$ cat src/rtl/uart_tx_fifo.sv
// uart_tx_fifo: byte FIFO between the UART receiver and transmitter in the echo path.
// Bytes arrive on one-cycle wr_en pulses and are replayed in order as one-cycle
// tx_en pulses whenever the transmitter reports ready. After each tx_en, tx_rdy
// is ignored for HOLDOFF cycles while the transmitter drops its rdy line.
//
// Handshake: wr_en is a fire-and-forget strobe (no back-pressure). A write into
// a full FIFO is dropped and sets the sticky overflow flag, unless a pop happens
// on the same edge. tx_en is a single-cycle start pulse that is issued only when
// tx_rdy=1 is sampled in IDLE and a byte is stored. tx_data is valid from tx_en
// until the next pop.
module uart_tx_fifo #(
  parameter int DEPTH   = 16,
  parameter int AW      = 4,
  parameter int HOLDOFF = 2
) (
  input  logic          clk,
  input  logic          rst,
  input  logic          wr_en,
  input  logic [7:0]    wr_data,
  input  logic          tx_rdy,
  output logic          tx_en,
  output logic [7:0]    tx_data,
  output logic [AW:0]   count,
  output logic          empty,
  output logic          full,
  output logic          overflow,
  output logic [1:0]    dbg_state
);

  localparam int HW = (HOLDOFF > 1) ? $clog2(HOLDOFF) : 1;
  localparam logic [HW-1:0] HOLD_LOAD = HW'(HOLDOFF - 1);
  localparam logic [AW:0]   DEPTH_C   = (AW+1)'(DEPTH);

  localparam logic [1:0] ST_IDLE = 2'd0;
  localparam logic [1:0] ST_HOLD = 2'd1;
  localparam logic [1:0] ST_WAIT = 2'd2;

  logic [7:0]    mem_q [DEPTH];
  logic [AW-1:0] wr_ptr_q, wr_ptr_d;
  logic [AW-1:0] rd_ptr_q, rd_ptr_d;
  logic [AW:0]   count_q, count_d;
  logic [HW-1:0] hold_q, hold_d;
  logic [1:0]    state_q, state_d;
  logic          tx_en_q, tx_en_d;
  logic [7:0]    tx_data_q, tx_data_d;
  logic          overflow_q, overflow_d;
  logic          pop;
  logic          wr_ok;

  // Pop and write-accept decisions; a full FIFO still accepts a write on a pop edge.
  always_comb begin
    pop   = (state_q == ST_IDLE) && (count_q != '0) && tx_rdy;
    wr_ok = wr_en && ((count_q != DEPTH_C) || pop);
  end

  // Next-state logic for pointers, occupancy, overflow and the transmit FSM.
  always_comb begin
    wr_ptr_d   = wr_ptr_q;
    rd_ptr_d   = rd_ptr_q;
    count_d    = count_q;
    hold_d     = hold_q;
    state_d    = state_q;
    tx_en_d    = 1'b0;
    tx_data_d  = tx_data_q;
    overflow_d = overflow_q | (wr_en && !wr_ok);

    if (wr_ok) begin
      wr_ptr_d = wr_ptr_q + 1'b1;
    end

    case ({wr_ok, pop})
      2'b10:   count_d = count_q + 1'b1;
      2'b01:   count_d = count_q - 1'b1;
      default: count_d = count_q;
    endcase

    case (state_q)
      ST_IDLE: begin
        if (pop) begin
          tx_en_d   = 1'b1;
          tx_data_d = mem_q[rd_ptr_q];
          rd_ptr_d  = rd_ptr_q + 1'b1;
          hold_d    = HOLD_LOAD;
          state_d   = ST_HOLD;
        end
      end
      ST_HOLD: begin
        if (hold_q == '0) begin
          state_d = ST_WAIT;
        end else begin
          hold_d = hold_q - 1'b1;
        end
      end
      ST_WAIT: begin
        if (tx_rdy) begin
          state_d = ST_IDLE;
        end
      end
      default: state_d = ST_IDLE;
    endcase
  end

  // Control and output registers, cleared asynchronously so outputs drop at once on reset.
  always_ff @(posedge clk or posedge rst) begin
    if (rst) begin
      wr_ptr_q   <= '0;
      rd_ptr_q   <= '0;
      count_q    <= '0;
      hold_q     <= '0;
      state_q    <= ST_IDLE;
      tx_en_q    <= 1'b0;
      tx_data_q  <= 8'h00;
      overflow_q <= 1'b0;
    end else begin
      wr_ptr_q   <= wr_ptr_d;
      rd_ptr_q   <= rd_ptr_d;
      count_q    <= count_d;
      hold_q     <= hold_d;
      state_q    <= state_d;
      tx_en_q    <= tx_en_d;
      tx_data_q  <= tx_data_d;
      overflow_q <= overflow_d;
    end
  end

  // Byte storage; contents need no reset because occupancy is tracked separately.
  always_ff @(posedge clk) begin
    if (wr_ok) begin
      mem_q[wr_ptr_q] <= wr_data;
    end
  end

  // Status outputs derive from the registered occupancy count.
  always_comb begin
    tx_en     = tx_en_q;
    tx_data   = tx_data_q;
    count     = count_q;
    empty     = (count_q == '0);
    full      = (count_q == DEPTH_C);
    overflow  = overflow_q;
    dbg_state = state_q;
  end

endmodule

$ cat config.mk
export PLATFORM = sky130hd
export DESIGN_NAME = uart_tx_fifo
export DESIGN_NICKNAME = d
export VERILOG_FILES = /design/src/rtl/uart_tx_fifo.sv
export SDC_FILE = /design/constraint.sdc
export NUM_CORES = 1
export LEC_CHECK = 0
export BUFFER_PORTS_ARGS = -buffer_cell sky130_fd_sc_hd__buf_2
export CAP_MARGIN = 20
export CORE_AREA = 8 8 152 154
export CTS_CLUSTER_SIZE = 24
export DETAILED_ROUTE_END_ITERATION = 8
export DIE_AREA = 0 0 160 162
export GPL_ROUTABILITY_DRIVEN = 1
export HOLD_SLACK_MARGIN = 0.08
export PLACE_DENSITY = 0.48
export SLEW_MARGIN = 20
export SYNTH_ARGS = -nofsm -noshare
export SYNTH_HDL_FRONTEND = slang
export SYNTH_SLANG_ARGS = --single-unit
export TNS_END_PERCENT = 1
$ cat constraint.sdc
create_clock -name clk -period 7.2 [get_ports clk]
set_input_delay 0.36 -clock clk [delete_from_list [all_inputs] [get_ports clk]]
set_output_delay 0.36 -clock clk [all_outputs]
set_load 0.005 [all_outputs]
==> key figures <==
Outcome
  • Outcome: finished, final reports clean

Setup path
  • Crit path max fanout: 22
  • Critical Path Start Type: flip-flop
  • Critical Path RT: about 7.5 ns
  • CP Capture Type: flip-flop
  • CP max stage cell: or3b_2
  • CP Data Arrival Time: ~3.5 ns
  • Crit path cell chain: nor4_1, nor2b_1, or2_2, inv_1, ha_1, ha_1, nor2b_1, o21ai_0, a21oi_1, or3b_2, xnor2_1
  • Critical path origin: count[0]
  • CP max stage delay: roughly 0.45 ns
  • R2R depth: 11
  • Reg2Reg Capture Point: count[4]
  • Critical path class: reg2reg
  • FF-to-FF Start: count[0]
  • R2R Setup Slk: about 4.0 ns

Timing
  • Hold slack: approximately 0.19 ns
  • RSZ-0062 raised after global routing: false
  • Tmin final: about 3.2 ns
  • Setup TNS: 0 ns
  • Max-slew headroom: 0.3351
  • Clk_skew: 0.01003 ns
  • Crit share post-route: 0.4399
  • Setup-failing EPs final: 0
  • Fmax achieved: approximately 320 MHz
  • Slew @ Worst Pin: between 0.9 and 1 ns
  • Final hold violation count: 0
  • Fin. max-slew vios: 0

Clock network
  • Root Driver: clkbuf_16
  • CTS tree: done
  • H-tree depth: 4
  • Clk Latency, worst-skew pair: 0.42 ns
  • PostCTS Resize Cnt: 0
  • Clock sinks: 154
  • Clock-pin slew on the worst setup and hold paths: approximately 0.06 ns
  • Post-CTS Repair Setup Buffers: 0
  • CTS buffer count: 17
  • Bufs on Longest Clock Path: 2

Finish
  • Fraction of layout instances using a drive strength above 1: 0.2448
  • Filler cell count: about 2000
  • Area occupied by multi-input gates: 1618 µm²
  • Register area: around 4500 µm²
  • Area grow syn2layout: 15.91%
  • Design area: ~7300 µm²
  • Final cell count without fillers: 663
  • Ant diodes: 0
  • Most common cell after layout, fill and taps aside: edfxtp_1
  • Core Util, Final: 0.3512
  • Most frequent cells in the layout: edfxtp_1, nand2_1, buf_2, dfrtp_1
  • # nets final: around 400

Power and ir drop
  • Pwr/cell area: about 400 nW/µm²
  • Leak: about 2.5 nW
  • Worst vdd ir: around 0.00017 V

Synth
  • EDFF count, synth: approximately 130
  • Post-synth ARST share: 0.1688
  • Post-Synthesis Cells: 339
  • Synthesized cell area: roughly 6300 µm²
  • Syn Area/Cell: approximately 18 µm²
  • Top_reg_cell synth: edfxtp_1
  • Ys Warns: 0
  • Netlist cell types: 38
  • Synthesized flop and latch total: 154
  • Mapped Nets: between 300 and 400
  • Register area share after synthesis: 0.7168

Floorplan
  • Die Area: 25920 µm²
  • Initial Util: 0.3030
  • Num ports: 31
  • DIE HEIGHT: around 160 µm
  • Die width: approximately 160 µm
  • Core area: between 20000 and 25000 µm²
  • Row cnt: 53

Drt
  • DR DRC count: 0
  • WL per Instance: between 15 and 20 µm
  • Vias per cell: between 4 and 5
  • DR iter-0 viols: 185
  • Drt first pass iters: 4
  • Overall via count from detail_route: ~3000
  • Final WL: 12.09 mm
  • Post-route ant nets: 0

Placement
  • GPL Wtd Cong: between 0.6 and 0.7
  • Port-buffer cells: 30
  • DP HPWL: 7.536 mm
  • Placed inst area: between 6000 and 7000 µm²
  • # placed instances: between 600 and 700

Hold path
  • HP Start: wr_en
  • Worst Hold End: overflow
  • Hold Path Cell Cnt: 2
  • Hold WC Path Type: in2reg

Global route
  • GR Util All Layers: 0.09735
  • First-pass GRT wire length: approximately 19 mm
  • Vias in the first global route: around 3200
  • Initial antenna violation count: 0
  • Pin count of the biggest net entering global routing: 36
  • Remaining Overflow, GRT: 0

Run
  • MaxCap Viol Count: 0
[worst max-delay path: cells and delay by family, from the launching register on]
| family | cells | cell delay (ns) |
|---|---|---|
| xor gates and xnor gates | 1 | 0.13 |
| buffers and inverters | 1 | 0.09 |
| AOI/OAI and AO/OA | 2 | 0.32 |
| and+or+nand+nor | 5 | 1.51 |
| DFF | 1 | 0.43 |
| adders and majority gates | 2 | 0.57 |
[registers in the layout (all words and copies together) (netlist names)]
name / cells
dbg_state: 2
tx_en: 1
tx_data: 8
overflow: 1
wr_ptr_q: 4
hold_q: 1
mem_q: 128
count: 5
rd_ptr_q: 4
[repair_timing]
item                                    CTS  global route
hold buffers                              0             1
endpoints found under the setup margin    0             0
hold endpoints to repair                  0            26
[routing by layer]
layer	global-route usage	wire, µm	vias to the layer above
li1	-	-	1388
met1	0.1244	5681	1536
met2	0.1520	5656	72
met3	0.03290	634	10
met4	0.03441	116	0
met5	0	0	-
[metrics by stage]
step | total power (W) | setup slack [ns]
after floorplan | 0.001838 | 4.336
after global placement | 0.002049 | 4.042
after detailed placement | 0.002059 | 4.020
after CTS | 0.002947 | 3.996
after global routing | 0.003071 | 3.728
final | 0.002905 | 4.033
[how the worst max path moves through the flow]
| stage | endpoint | slack (ns) | depth (start not counted) |
|---|---|---|---|
| finish | count[4] | 4.03 | 11 |
| global route | count[4] | 3.73 | 11 |
| CTS | count[4] | 4.00 | 11 |
| detailed placement | count[4] | 4.02 | 11 |
| global placement | count[4] | 4.04 | 11 |
| floorplan | count[4] | 4.34 | 12 |
[where the power goes]
group	switching, W	internal, W
clock	0.000344	0.000543
sequential	0.0000900	0.00112
combinational	0.000436	0.000376
[logic make-up after synthesis]
group	count (synthesis)	synth area share
flip-flops	154	0.7168
AND/OR/NAND/NOR	61	0.04271
multiplexers	49	0.1527
buffers and inverters	28	0.02834
AO/OA/AOI/OAI	27	0.02435
XOR/XNOR	10	0.01397
adder cells (fa/ha/maj)	10	0.02115
[synthesized netlist by cell type (2+ instances only)]
cell      count  area (µm²)
edfxtp_1    128        3844
nand2_1      31       116.4
dfrtp_1      26       650.6
mux4_2       17       382.9
mux4_1       15       394.1
nor2_1       13       48.80
o21ai_1      12       60.06
inv_1        11       41.29
ha_1          9       112.6
mux2i_1       9       90.09
mux2_2        8       90.09
o21ai_0       8       40.04
xnor2_1       8       70.07
buf_2         4       20.02
buf_6         4       45.04
nand2b_1      4       25.02
nor3_1        4       20.02
clkbuf_1      3       11.26
a21oi_1       2       10.01
buf_4         2       15.01
nand4_1       2       12.51
nor2b_1       2       12.51
xor2_1        2       17.52
[final cells by class]
| type | instances | share of cell area |
|---|---|---|
| tap | 275 | 0.04735 |
| clock buffer | 20 | 0.06009 |
| inverter | 11 | 0.005682 |
| multi-input combinational | 157 | 0.2226 |
| timing repair buffer | 34 | 0.02514 |
| clock inverter | 12 | 0.02049 |
| sequential | 154 | 0.6186 |
No activity file was read; power rests on OpenSTA's default activity.
